<file path="config.mk">
export PLATFORM = sky130hd
export DESIGN_NAME = control_unit_mc
export DESIGN_NICKNAME = d
export VERILOG_FILES = /design/src/rtl/control_unit_mc.sv
export SDC_FILE = /design/constraint.sdc
export NUM_CORES = 1
export LEC_CHECK = 0
export CAP_MARGIN = 20
export CORE_MARGIN = 2
export CORE_UTILIZATION = 44
export CTS_CLUSTER_DIAMETER = 120
export CTS_CLUSTER_SIZE = 10
export DETAILED_ROUTE_END_ITERATION = 10
export GPL_TIMING_DRIVEN = 0
export HOLD_SLACK_MARGIN = 0.15
export PLACE_DENSITY = 0.8
export SETUP_SLACK_MARGIN = 0.05
export SLEW_MARGIN = 20
export SYNTH_ARGS = -nofsm -noshare
export SYNTH_HDL_FRONTEND = slang
export SYNTH_SLANG_ARGS = --single-unit
</file>
<file path="constraint.sdc">
create_clock -name i_clk -period 2.1 [get_ports i_clk]
set_input_delay 0.21 -clock i_clk [delete_from_list [all_inputs] [get_ports i_clk]]
set_output_delay 0.21 -clock i_clk [all_outputs]
set_load 0.02 [all_outputs]
</file>
<file path="src/rtl/control_unit_mc.sv">
// Multi-cycle RV32I(+M) control unit: sequences fetch/decode/exec/mem/wb over
// ready/done handshakes, traps illegal and system instructions, counts retires.
module control_unit_mc #(
  parameter bit          ENABLE_M = 1'b1,
  parameter int unsigned CNT_W    = 32
) (
  input  logic             i_clk,
  input  logic             i_rst,
  input  logic [31:0]      i_instr,
  input  logic             i_imem_ready,
  input  logic             i_dmem_ready,
  input  logic             i_mdu_done,
  input  logic             i_branch_true,
  output logic             o_imem_req,
  output logic             o_ir_write,
  output logic             o_pc_write,
  output logic [1:0]       o_pc_src,
  output logic [1:0]       o_alu_src_a,
  output logic             o_alu_src_b,
  output logic [3:0]       o_alu_ctrl,
  output logic             o_dmem_req,
  output logic             o_dmem_we,
  output logic [2:0]       o_mem_size,
  output logic             o_reg_write,
  output logic [1:0]       o_mem_to_reg,
  output logic             o_mdu_start,
  output logic [2:0]       o_mdu_op,
  output logic             o_trap,
  output logic [CNT_W-1:0] o_instret,
  output logic [2:0]       o_state
);

  localparam logic [6:0] OPC_LUI    = 7'b0110111;
  localparam logic [6:0] OPC_AUIPC  = 7'b0010111;
  localparam logic [6:0] OPC_JAL    = 7'b1101111;
  localparam logic [6:0] OPC_JALR   = 7'b1100111;
  localparam logic [6:0] OPC_BRANCH = 7'b1100011;
  localparam logic [6:0] OPC_LOAD   = 7'b0000011;
  localparam logic [6:0] OPC_STORE  = 7'b0100011;
  localparam logic [6:0] OPC_OPIMM  = 7'b0010011;
  localparam logic [6:0] OPC_OP     = 7'b0110011;
  localparam logic [6:0] OPC_FENCE  = 7'b0001111;
  localparam logic [6:0] F7_BASE    = 7'b0000000;
  localparam logic [6:0] F7_ALT     = 7'b0100000;
  localparam logic [6:0] F7_M       = 7'b0000001;

  localparam logic [3:0] ALU_ADD = 4'd0, ALU_SUB = 4'd1, ALU_SLL = 4'd2, ALU_SLT = 4'd3,
                         ALU_SLTU = 4'd4, ALU_XOR = 4'd5, ALU_SRL = 4'd6, ALU_SRA = 4'd7,
                         ALU_OR = 4'd8, ALU_AND = 4'd9;

  typedef enum logic [2:0] {
    S_FETCH    = 3'd0,
    S_DECODE   = 3'd1,
    S_EXEC     = 3'd2,
    S_MEM      = 3'd3,
    S_WB       = 3'd4,
    S_MDU_WAIT = 3'd5,
    S_TRAP     = 3'd6
  } state_t;

  state_t           r_state, w_next;
  logic [CNT_W-1:0] r_instret;
  logic             w_retire;
  logic [6:0]       w_opc, w_f7;
  logic [2:0]       w_f3;
  logic             w_is_m, w_illegal;
  logic [3:0]       w_alu_fn;
  logic             w_unused;

  assign w_opc      = i_instr[6:0];
  assign w_f3       = i_instr[14:12];
  assign w_f7       = i_instr[31:25];
  assign w_unused   = ^{i_instr[24:15], i_instr[11:7]};
  assign w_is_m     = ENABLE_M && (w_opc == OPC_OP) && (w_f7 == F7_M);
  assign o_mem_size = w_f3;
  assign o_mdu_op   = w_f3;
  assign o_instret  = r_instret;
  assign o_state    = r_state;

  // Legality check; SYSTEM (ECALL/EBREAK) falls into the unknown-opcode trap
  always_comb begin
    w_illegal = 1'b0;
    case (w_opc)
      OPC_LUI, OPC_AUIPC, OPC_JAL, OPC_FENCE: w_illegal = 1'b0;
      OPC_JALR:   w_illegal = (w_f3 != 3'b000);
      OPC_BRANCH: w_illegal = (w_f3 == 3'b010) || (w_f3 == 3'b011);
      OPC_LOAD:   w_illegal = (w_f3 == 3'b011) || (w_f3[2:1] == 2'b11);
      OPC_STORE:  w_illegal = (w_f3 >= 3'b011);
      OPC_OPIMM: begin
        if (w_f3 == 3'b001)      w_illegal = (w_f7 != F7_BASE);
        else if (w_f3 == 3'b101) w_illegal = (w_f7 != F7_BASE) && (w_f7 != F7_ALT);
      end
      OPC_OP: begin
        if (w_f7 == F7_BASE)     w_illegal = 1'b0;
        else if (w_f7 == F7_ALT) w_illegal = !((w_f3 == 3'b000) || (w_f3 == 3'b101));
        else if (w_f7 == F7_M)   w_illegal = !ENABLE_M;
        else                     w_illegal = 1'b1;
      end
      default: w_illegal = 1'b1;
    endcase
  end

  always_comb begin
    w_alu_fn = ALU_ADD;
    case (w_f3)
      3'b000:  w_alu_fn = ((w_opc == OPC_OP) && i_instr[30]) ? ALU_SUB : ALU_ADD;
      3'b001:  w_alu_fn = ALU_SLL;
      3'b010:  w_alu_fn = ALU_SLT;
      3'b011:  w_alu_fn = ALU_SLTU;
      3'b100:  w_alu_fn = ALU_XOR;
      3'b101:  w_alu_fn = i_instr[30] ? ALU_SRA : ALU_SRL;
      3'b110:  w_alu_fn = ALU_OR;
      default: w_alu_fn = ALU_AND;
    endcase
  end

  always_ff @(posedge i_clk) begin
    if (i_rst) r_state <= S_FETCH;
    else       r_state <= w_next;
  end

  always_ff @(posedge i_clk) begin
    if (i_rst)         r_instret <= '0;
    else if (w_retire) r_instret <= r_instret + CNT_W'(1);
  end

  // Next state and strobes; everything stays quiet while reset is held
  always_comb begin
    w_next       = r_state;
    w_retire     = 1'b0;
    o_imem_req   = 1'b0;
    o_ir_write   = 1'b0;
    o_pc_write   = 1'b0;
    o_pc_src     = 2'd0;
    o_alu_src_a  = 2'd0;
    o_alu_src_b  = 1'b0;
    o_alu_ctrl   = ALU_ADD;
    o_dmem_req   = 1'b0;
    o_dmem_we    = 1'b0;
    o_reg_write  = 1'b0;
    o_mem_to_reg = 2'd0;
    o_mdu_start  = 1'b0;
    o_trap       = 1'b0;
    if (!i_rst) begin
      case (r_state)
        S_FETCH: begin
          o_imem_req = 1'b1;
          if (i_imem_ready) begin
            o_ir_write = 1'b1;
            o_pc_write = 1'b1;
            w_next     = S_DECODE;
          end
        end
        S_DECODE: w_next = w_illegal ? S_TRAP : S_EXEC;
        S_EXEC: begin
          case (w_opc)
            OPC_OP: begin
              if (w_is_m) begin
                o_mdu_start = 1'b1;
                w_next      = S_MDU_WAIT;
              end else begin
                o_alu_ctrl = w_alu_fn;
                w_next     = S_WB;
              end
            end
            OPC_OPIMM: begin
              o_alu_src_b = 1'b1;
              o_alu_ctrl  = w_alu_fn;
              w_next      = S_WB;
            end
            OPC_LUI: begin
              o_alu_src_a = 2'd2;
              o_alu_src_b = 1'b1;
              w_next      = S_WB;
            end
            OPC_AUIPC: begin
              o_alu_src_a = 2'd1;
              o_alu_src_b = 1'b1;
              w_next      = S_WB;
            end
            OPC_LOAD, OPC_STORE: begin
              o_alu_src_b = 1'b1;
              w_next      = S_MEM;
            end
            OPC_BRANCH: begin
              o_pc_write = i_branch_true;
              o_pc_src   = 2'd1;
              w_retire   = 1'b1;
              w_next     = S_FETCH;
            end
            OPC_JAL: begin
              o_pc_write = 1'b1;
              o_pc_src   = 2'd1;
              w_next     = S_WB;
            end
            OPC_JALR: begin
              o_alu_src_b = 1'b1;
              o_pc_write  = 1'b1;
              o_pc_src    = 2'd2;
              w_next      = S_WB;
            end
            OPC_FENCE: begin
              w_retire = 1'b1;
              w_next   = S_FETCH;
            end
            default: w_next = S_TRAP;
          endcase
        end
        S_MEM: begin
          o_dmem_req = 1'b1;
          o_dmem_we  = (w_opc == OPC_STORE);
          if (i_dmem_ready) begin
            w_retire = (w_opc == OPC_STORE);
            w_next   = (w_opc == OPC_STORE) ? S_FETCH : S_WB;
          end
        end
        S_MDU_WAIT: if (i_mdu_done) w_next = S_WB;
        S_WB: begin
          o_reg_write = 1'b1;
          w_retire    = 1'b1;
          w_next      = S_FETCH;
          case (w_opc)
            OPC_LOAD:          o_mem_to_reg = 2'd1;
            OPC_JAL, OPC_JALR: o_mem_to_reg = 2'd2;
            OPC_OP:            o_mem_to_reg = w_is_m ? 2'd3 : 2'd0;
            default:           o_mem_to_reg = 2'd0;
          endcase
        end
        S_TRAP:  o_trap = 1'b1;
        default: w_next = S_FETCH;
      endcase
    end
  end

endmodule

</file>
==> results of run 1 <==
-- worst min-delay path, cell delays in order (launching register included) --
cell and delay, ns:
dfxtp_1 0.34, o21ai_1 0.08, a21oi_1 0.06
-- placed cells by master (no fill, tap or decap), types with 3 or more instances in the layout --
master and instances:
o21ai_0 5, nor2_1 43, nor4_4 4, nand2b_1 4, nor2b_1 5, buf_6 4
dfxtp_1 32, dfxtp_2 3, o21ai_1 5, nor4_1 4, clkdlybuf4s50_1 57, nor3_1 7
buf_4 16, a21oi_1 12, nor3_2 7, nand4b_1 3, nand2_1 22, inv_1 9
or3_1 7, and3_1 6, xnor2_1 17, xor2_1 11, nand4_1 9, nand3_1 11
and2_1 3, clkbuf_1 7, clkbuf_2 4, clkbuf_8 6, buf_2 14, nor4_2 3
dlygate4sd2_1 8
-- how the worst max path moves through the flow --
stage	to	slack [ns]	depth (start not counted)
finish	o_alu_ctrl[0]	0.1	8
detailed placement	o_alu_ctrl[0]	-0.67	6
CTS	o_mem_to_reg[0]	0.05	7
global placement	o_alu_ctrl[0]	-0.71	6
floorplan	o_dmem_we	0.04	4
global route	o_instret[28]$_SDFFE_PP0P_	0.02	9
-- power by group --
group          switching, W  internal [W]  total (W)
logic              0.000286      0.000227   0.000513
clock network      0.000249      0.000475   0.000723
registers         0.0000292      0.000687   0.000716
-- metal layers --
metal | vias to the layer above | wire, µm
li1 | 1257 | -
met1 | 1215 | 2880
met2 | 74 | 3170
met3 | 12 | 252
met4 | 0 | 136
met5 | - | 0
-- timing repair --
| item | 4_1_cts | 5_1_grt |
|---|---|---|
| pin swaps | 8 | 5 |
| hold buffers | 0 | 0 |
| gates resized for setup | 88 | 23 |
| cloned | 0 | 0 |
| endpoints found under the hold margin | 0 | 0 |
| buffers inserted | 6 | 2 |
| setup endpoints to repair | 39 | 29 |
-- cell families (layout without fill, tap and decap cells) --
kind of cell / after synthesis / count (layout) / synth area share (%)
compound gates: 43 / 43 / 13.3
xor+xnor: 28 / 28 / 10.2
fa+ha+maj: 1 / 1 / 0.521
buf+inv: 34 / 130 / 6.88
flops: 35 / 35 / 29.2
mux: 2 / 2 / 0.834
simple gates: 160 / 160 / 39.0
-- final cells by class --
class,instances,area (µm²),area share (%)
multi-input combinational,234,1620,45.8
timing repair buffer,89,808,22.8
sequential,35,704,19.9
buffer,24,156,4.41
tap,70,87.6,2.47
clock buffer,6,72.6,2.05
clock inverter,2,60.1,1.69
inverter,9,33.8,0.953
-- registers in the layout, indices dropped and copies added (netlist names) --
| name | flops |
|---|---|
| o_state | 3 |
| o_instret | 32 |
-- metrics by stage --
| step | area, µm² | hold slack (ns) | util [%] | power (W) | TNS, ns |
|---|---|---|---|---|---|
| floorplan | 2410 | 0.425 | - | 0.00102 | 0 |
| global placement | 3310 | 0.499 | 64.0 | 0.00120 | -15.79 |
| detailed placement | 3310 | 0.512 | 64.0 | 0.00121 | -16.15 |
| CTS | 3500 | 0.534 | 67.7 | 0.00194 | 0 |
| global route | 3550 | 0.554 | 68.6 | 0.00204 | 0 |
| finish | 3550 | 0.529 | 68.6 | 0.00195 | 0 |
-- cell usage after synthesis (4+ instances only) --
library cell   n  area [µm²]
a21oi_1       12        60.1
clkbuf_1      14        52.6
nand4_1        9        56.3
o21ai_0        5        25.0
o21ai_1        5        25.0
nor3_2         5        50.1
dfxtp_1       35         701
nor3_1        10        50.1
inv_1          9        33.8
xor2_1        11        96.3
nor4_1         5        31.3
nand2b_1       5        31.3
and3_1         7        43.8
nor2b_1        5        31.3
nor4_2         4        50.1
nand3_1       12        60.1
buf_4          7        52.6
nand2_1       23        86.3
or3_1          7        43.8
and2_1         4        25.0
xnor2_1       17         149
nor2_1        47         176
==> reports/metrics.cfg, run 1 <==
[run_status]
status=completed

[worst_setup_path]
crit_path_end_kind=output pin
max_stage_delay_ns=0.49
r2r_slack_ns=0.17
startpoint_type=input port
crit_path_start=i_instr[4]
crit_path_cell_trace=clkdlybuf4s50_1 -> clkbuf_4 -> nand2b_2 -> nor2_2 -> a31oi_1 -> o21ai_0 -> and3_1 -> buf_2
worstPathRequired_ns=1.89
critical_path_buf_inv_count=3
worstPathArrival_ns=1.79
rr_startpoint=o_state[1]$_SDFFE_PP0P_
critPathKind=in -> out
cp_top_family=buffers and inverters
reg2reg_depth=9
cp_slowest_cell=clkdlybuf4s50_1
cp_max_fo=10
rr_endpoint=o_instret[28]$_SDFFE_PP0P_

[route]
vias_per_cell=5.45
drc_errors=0
avgRoutedWirePerCell_um=13.7
antenna_left=0
dr.pass1.iters=4
drt_wl_total_um=6440
drt-initial-drc-count=101
vias=2558

[final_layout]
num-fill-cells=401
n_antenna_cell=0
stdcell_count=469
final_nets=437
drive_above_1_share_pct=21.1
areaGrowthSynthToFinish_pct=47.7

[placement]
io_buffer_count=81
place.gp.congestion=0.849
dpl_worst_slack_ns=-0.671
dp.cells=454
dpl.hpwl_um=4800

[timing]
period_share_pct=95.4
slew_headroom_pct=66.5
rsz0062_at_grt=true
worstMarginPinSlew_ns=0.490
fmaxAchievable_ghz=0.499
final.setup_skew_ns=0.00504
period_minus_slack_ns=2.00
timing.final.ws_setup_ns=0.0973
setup_viol=0
slew_viol_final=0
hold_violations=0

[floorplanning]
initial_utilization_pct=46.4
fp.coreArea_um2=5170
die-area_um2=6060
die_x_um=77.9
rows=26
dieHeight_um=77.9
io_pins=98

[hold_path]
hold_class=reg -> reg
worstHoldPathCells=2
worstHoldStart=o_instret[16]$_SDFFE_PP0P_
min_to=o_instret[16]$_SDFFE_PP0P_

[clock_tree]
cts.root.buffer_cell=clkbuf_8
cts_tree=built
cts_buffers=5
cts_sinks=35
h-tree-depth=2
clockBufferDepth=2
clkLatencyLatePin_ns=0.29
cts.clk_slew.worst_paths_ns=0.07

[synth]
syn-cell-area_um2=2400
syn_inst=303
synth_nets=342
ys_seq_elements=35
synth-main-ff-cell=dfxtp_1
syn_avg_cell_area_um2=7.92
synth_edf_count=0
yosysUniqueCellTypes=59
synth_warnings=0
synthArstFlopShare_pct=0
ys_seq_area_share_pct=29.2

[grt]
grtUsageMet1_pct=28.1
grt-ovfl-total=0
antenna_found_initial=0
grt_pass1_vias=2294
grt_use_met2_pct=36.2
grt_first_pass_wirelength_um=10700
grt_usage_pct=21.5
busiest_layer=met2
grt_start_max_net_pins=12
use_met3_pct=3.14

[run]
max_cap_viol_count=0

[power]
p_per_area_nw_per_um2=551
p_leak_nw=1.33
ir_worst_vdd_mv=0.491

Note: power is estimated with default switching activity, not from simulation.
==> inputs of run 2 (changes only) <==
--- a/config.mk
+++ b/config.mk
@@ -14,7 +14,7 @@
 export GPL_TIMING_DRIVEN = 0
 export HOLD_SLACK_MARGIN = 0.15
 export PLACE_DENSITY = 0.8
-export SETUP_SLACK_MARGIN = 0.05
+export SETUP_SLACK_MARGIN = 0.3
 export SLEW_MARGIN = 20
 export SYNTH_ARGS = -nofsm -noshare
 export SYNTH_HDL_FRONTEND = slang
==> reports/metrics.cfg, run 2 (synthesis gave the netlist of run 1 again) <==
[run_status]
status=completed  ; unchanged

[placement]
dp.cells=454  ; unchanged
dpl_worst_slack_ns=-0.656  ; was -0.671 ns
place.gp.congestion=0.896  ; was 0.849
dpl.hpwl_um=4950  ; was 4800 µm
io_buffer_count=81  ; unchanged

[grt]
grt-ovfl-total=0  ; unchanged
grt_use_met2_pct=45.6  ; was 36.2%
antenna_found_initial=0  ; unchanged
grtUsageMet1_pct=31.5  ; was 28.1%
use_met3_pct=4.53  ; was 3.14%
grt_usage_pct=26.1  ; was 21.5%
busiest_layer=met2  ; unchanged
grt_pass1_vias=2690  ; was 2,294
grt_first_pass_wirelength_um=12900  ; was 10,700 µm
grt_start_max_net_pins=12  ; unchanged

[timing]
slew_viol_final=0  ; unchanged
hold_violations=0  ; unchanged
setup_viol=0  ; unchanged
timing.final.ws_setup_ns=0.244  ; was 0.0973 ns
period_minus_slack_ns=1.86  ; was 2.00 ns
final.setup_skew_ns=0.0109  ; was 0.00504 ns
rsz0062_at_grt=true  ; unchanged
tns_ns=0  ; unchanged
fmaxAchievable_ghz=0.539  ; was 0.499 GHz
worstMarginPinSlew_ns=0.587  ; was 0.490 ns
slew_headroom_pct=60.3  ; was 66.5%
holdWs_ns=0.523  ; was 0.529 ns
period_share_pct=88.4  ; was 95.4%

[worst_setup_path]
critical_path_buf_inv_count=3  ; unchanged
max_stage_delay_ns=0.37  ; was 0.49 ns
worstPathRequired_ns=2.32  ; was 1.89 ns
startpoint_type=flip-flop  ; was input port
crit_path_cell_trace=buf_8 -> nand4b_1 -> nor4_4 -> buf_4 -> o311ai_4 -> buf_6 -> or3_1 -> a21oi_1  ; was clkdlybuf4s50_1 -> clkbuf_4 -> nand2b_2 -> nor2_2 -> a31oi_1 -> o21ai_0 -> and3_1 -> buf_2
cp_slowest_cell=dfxtp_4  ; was clkdlybuf4s50_1
worstPathArrival_ns=2.08  ; was 1.79 ns
cp_max_fo=6  ; was 10
rr_startpoint=o_state[1]$_SDFFE_PP0P_  ; unchanged
crit_path_end_kind=flip-flop  ; was output pin
reg2reg_depth=8  ; was 9
rr_endpoint=o_instret[8]$_SDFFE_PP0P_  ; was o_instret[28]$_SDFFE_PP0P_
critPathKind=reg -> reg  ; was in -> out
r2r_slack_ns=0.24  ; was 0.17 ns
cp_top_family=simple AND/OR/NAND/NOR gates  ; was buffers and inverters

[final_layout]
final_nets=458  ; was 437
n_antenna_cell=0  ; unchanged
stdcell_count=490  ; was 469
areaGrowthSynthToFinish_pct=63.6  ; was 47.7%
largest_reg_flops=32  ; unchanged
drive_above_1_share_pct=35.5  ; was 21.1%
final_cell_mix=clkdlybuf4s50_1 (50), nor2_1 (41), buf_4 (34), dfxtp_1 (22), nand2_1 (21)  ; was clkdlybuf4s50_1 (57), nor2_1 (43), dfxtp_1 (32), nand2_1 (22), xnor2_1 (17)
final_common_cell=clkdlybuf4s50_1  ; unchanged

[route]
drc_errors=0  ; unchanged
drt-initial-drc-count=150  ; was 101
avgRoutedWirePerCell_um=16.5  ; was 13.7 µm
vias_per_cell=5.45  ; about the same
antenna_left=0  ; unchanged
vias=2672  ; was 2,558
dr.pass1.iters=4  ; unchanged
drt_wl_total_um=8100  ; was 6440 µm

[clock_tree]
cts.root.buffer_cell=clkbuf_8  ; unchanged
cts.clk_slew.worst_paths_ns=0.08  ; was 0.07 ns
cts_sinks=35  ; unchanged
clkLatencyLatePin_ns=0.29  ; about the same
cts_buffers=5  ; unchanged
clockBufferDepth=2  ; unchanged
holdBufCountCts=0  ; unchanged
cts_tree=built  ; unchanged
h-tree-depth=2  ; unchanged

[floorplanning]
fp.coreArea_um2=5170  ; unchanged
initial_utilization_pct=46.4  ; unchanged
die-area_um2=6060  ; unchanged
io_pins=98  ; unchanged
rows=26  ; unchanged
dieHeight_um=77.9  ; unchanged
die_x_um=77.9  ; unchanged

[run]
max_cap_viol_count=0  ; unchanged

[power]
p_leak_nw=1.51  ; was 1.33 nW
ir_worst_vdd_mv=0.473  ; was 0.491 mV
p_per_area_nw_per_um2=521  ; was 551 nW/µm²

[hold_path]
worstHoldStart=o_instret[11]$_SDFFE_PP0P_  ; was o_instret[16]$_SDFFE_PP0P_
worstHoldPathCells=2  ; unchanged
hold_class=reg -> reg  ; unchanged
min_to=o_instret[11]$_SDFFE_PP0P_  ; was o_instret[16]$_SDFFE_PP0P_

[run 2: layout make-up]
cell class | instances | area (µm²)
multi-input cells | 234 | 1780
fillers | 379 | 1240
repair buffers | 109 | 955
flip-flops and latches | 35 | 739
plain buffers | 25 | 214
well taps | 70 | 87.6
clock buffers | 6 | 82.6
clock inverters | 2 | 35.0
inverters | 9 | 33.8
[run 2: layer usage]
layer	vias to the layer above	routed length (µm)	part of all wire, %
li1	1301	-	-
met1	1242	3340	41
met2	105	4100	51
met3	24	429	5.3
met4	0	232	2.9
met5	-	0	0
[run 2: worst max-delay path by stage]
| stage | from | to | slack (ns) | cells after the start |
|---|---|---|---|---|
| after global placement | i_instr[3] | o_alu_ctrl[0] | -0.66 | 6 |
| after floorplan | o_state[2]$_SDFFE_PP0P_ | o_alu_src_a[0] | 0.19 | 5 |
| after global routing | o_state[1]$_SDFFE_PP0P_ | o_instret[8]$_SDFFE_PP0P_ | 0.16 | 8 |
| final | o_state[1]$_SDFFE_PP0P_ | o_instret[8]$_SDFFE_PP0P_ | 0.24 | 8 |
| after detailed placement | i_instr[3] | o_alu_ctrl[0] | -0.66 | 6 |
| after CTS | o_state[2]$_SDFFE_PP0P_ | o_alu_src_b | 0.20 | 6 |
[run 2: per-stage QoR]
step	util (%)	cell area [µm²]	total power [W]
global route	76.0	3930	0.00213
global placement	65.4	3380	0.00123
finish	76.0	3930	0.00205
CTS	72.7	3760	0.00193
floorplan	-	2490	0.00104
detailed placement	65.4	3380	0.00124
[run 2: repair_timing]
| item | CTS | global route |
|---|---|---|
| setup buffers | 16 | 11 |
| pin swaps | 25 | 22 |
| resized for setup | 137 | 55 |
| setup endpoints to repair | 54 | 47 |
| cloned | 1 | 0 |
[run 2: power by group]
part | internal (W) | switching, W | leakage, nW
registers | 0.000685 | 0.0000356 | 0.291
logic | 0.000347 | 0.000349 | 1.16
clock network | 0.000384 | 0.000246 | 0.0612
total | 0.00142 | 0.000631 | 1.51
[run 2: tightest hold or removal path, cell delays in order, from the launching register on]
cell and delay [ns]:
dfxtp_2 0.35, xor2_1 0.07, nor2_1 0.07
==> RTL edit (settings of run 2) <==
Change the parameter `ENABLE_M` from 1'b1 to 1'b0.
--- a/src/rtl/control_unit_mc.sv
+++ b/src/rtl/control_unit_mc.sv
@@ -3,3 +3,3 @@
 module control_unit_mc #(
-  parameter bit          ENABLE_M = 1'b1,
+  parameter bit          ENABLE_M = 1'b0,
   parameter int unsigned CNT_W    = 32
Check against the original RTL: not equivalent (a bounded check fails within 4 cycles, from zero or initial values and one cycle with i_rst high).
==> RTL edit against run 2 <==
The run now ends with negative setup slack left; via count grew 17%; synthesized area up 4.1%; routed wire length is 8.6% higher; sequential cell count stayed put; critical path depth rose by 1; setup slack worse by 0.29 ns; global-route usage up 0.10 points; die area is 3.9% higher; register-to-register slack lost 0.20 ns; total power increased by 12%; synthesized cell count rose by 8.6%; hold slack worse by 0.052 ns; critical path type is now flop to primary output; cell area up 8.6%; count of clock-buffer cells in the layout did not move.
==> RTL edit: results (changes against run 2) <==
| Metric | Value |
|---|---|
| Status | complete, but fails checks (was finished clean) |
| Failing checks | negative setup slack |
| Placed cells | 480 (was 454) |
| FMAX | 465 MHz (was 539 MHz) |
| Synth unique cells | 62 (was 59) |
| XOR/XNOR Fraction of Synth Area | 0.0140 (was 0.102) |
| Critical Path AT | 1.94 ns (was 2.08 ns) |
| Synth top area cells | dfxtp_1 28%, a21oi_1 6.4%, or3_1 4.5%, nor2_1 4.4%, o21ai_0 4.0% (was dfxtp_1 29%, nor2_1 7.3%, xnor2_1 6.2%, xor2_1 4.0%, nand2_1 3.6%) |
| Vias in the first global route | 2911 (was 2690) |
| Met3 global-route usage | 0.0498 (was 0.0453) |
| Cell leakage power | 0.00162 uW (was 0.00151 uW) |
| Setup ws final | -0.0492 ns (was 0.244 ns) |
| Port Buffer Count | 79 (was 81) |
| CP max stage delay | 0.33 ns (was 0.37 ns) |
| WL final | 8800 um (was 8100 um) |
| Number of diodes | 0 (unchanged) |
| Largest fanout on the critical path | 4 (was 6) |
| Top Layer Used | met4 (unchanged) |
| Critical path's slowest cell | dfxtp_2 (was dfxtp_4) |
| Total Routing Usage GR | 0.262 (was 0.261) |
| Iter 0 DRT Violations | 177 (was 150) |
| Sequential share of the synthesized area | 0.280 (was 0.292) |
| DR vias | 3126 (was 2672) |
| Pin count of the biggest net entering global routing | 13 (was 12) |
| Post-synthesis mux area share | 0.0440 (was 0.00834) |
| Met2 WL | 4530 um (was 4100 um) |
| M1 WL | 3370 um (was 3340 um) |
| Worst vdd rail ir drop | 0.489 mV (was 0.473 mV) |
| Setup TNS | -0.0742 ns (was 0 ns) |
| Slew headroom | 0.550 (was 0.603) |
| Fin cells | 518 (was 490) |
| Layout cell share with drive strength beyond 1 | 0.397 (was 0.355) |
| # fillers | 385 (was 379) |
| Compound-cell area share of the yosys netlist | 0.210 (was 0.133) |
| FFs w/ async S/R, synth | 0 (unchanged) |
| Met2 Use GR | 0.473 (was 0.456) |
| Synth cell count leaders | 35 x dfxtp_1, 32 x a21oi_1, 29 x nor2_1 (was 47 x nor2_1, 35 x dfxtp_1, 23 x nand2_1) |
| Root Buffer | clkbuf_8 (unchanged) |
| Gpl congestion | 0.864 (was 0.896) |
| M1 GR Usage | 0.303 (was 0.315) |
| Post-synthesis adder-cell area fraction | 0.00501 (was 0.00521) |
| CP delay by family, top | simple AND/OR/NAND/NOR gates (unchanged) |
| Final Skew | 0.00509 ns (was 0.0109 ns) |
| Detail Route met3 WL | 632 um (was 429 um) |
| Cells after synthesis | 329 (was 303) |
| Dpl hpwl | 5600 um (was 4950 um) |
| DR pass1 iterations | 5 (was 4) |
| First-pass GRT wire length | 13300 um (was 12900 um) |
| Final setup viols | 4 (was 0) |
| Synth Net Count | 368 (was 342) |
## RTL edit: what timing repair did
item / in CTS / in global routing
setup buffers: 17 / 8
gates cloned: 3 / 2
setup endpoints to repair: 54 / 49
gates resized for setup: 153 / 44
pin swaps: 34 / 23
## RTL edit: final timing paths
path	start	to	slack [ns]	cells past startpoint
setup / recovery	o_state[2]	o_alu_src_a[1]	-0.05	9
setup reg to reg	o_state[2]	o_instret[16]	0.04	7
hold reg to reg	o_instret[31]	o_instret[31]	0.47	1
hold / removal	o_instret[31]	o_instret[31]	0.47	1
## RTL edit: power breakdown
part | switching, uW | internal, uW
Clock | 280 | 306
Combinational | 510 | 489
Sequential | 26.3 | 685
Total | 816 | 1480
## RTL edit: area by class of cell
| cell class | instances | area (um2) | share of cell area |
|---|---|---|---|
| inverter | 12 | 45.0 | 0.0106 |
| timing repair buffer | 108 | 1000 | 0.235 |
| clock buffer | 6 | 93.8 | 0.0220 |
| multi-input combinational | 254 | 2000 | 0.468 |
| tap | 72 | 90.1 | 0.0211 |
| buffer | 29 | 267 | 0.0625 |
| clock inverter | 2 | 13.8 | 0.00323 |
| sequential | 35 | 758 | 0.178 |
## RTL edit: per-stage QoR
step                instance area, um2  setup slack [ns]  hold slack, ns
finish                            4270           -0.0492           0.471
global route                      4270            -0.116           0.520
CTS                               4070           -0.0788           0.473
detailed placement                3570            -0.752           0.461
global placement                  3570            -0.733           0.448
floorplan                         2690             0.210           0.453
## RTL edit: kinds of logic (layout without fill, tap and decap cells)
family                   Yosys count  count (layout)
AO/OA/AOI/OAI                     84              84
XOR/XNOR                           4               4
adder cells (fa/ha/maj)            1               1
buffers and inverters             41             157
flip-flops                        35              35
multiplexers                       9               9
other                              1               1
AND/OR/NAND/NOR                  154             155
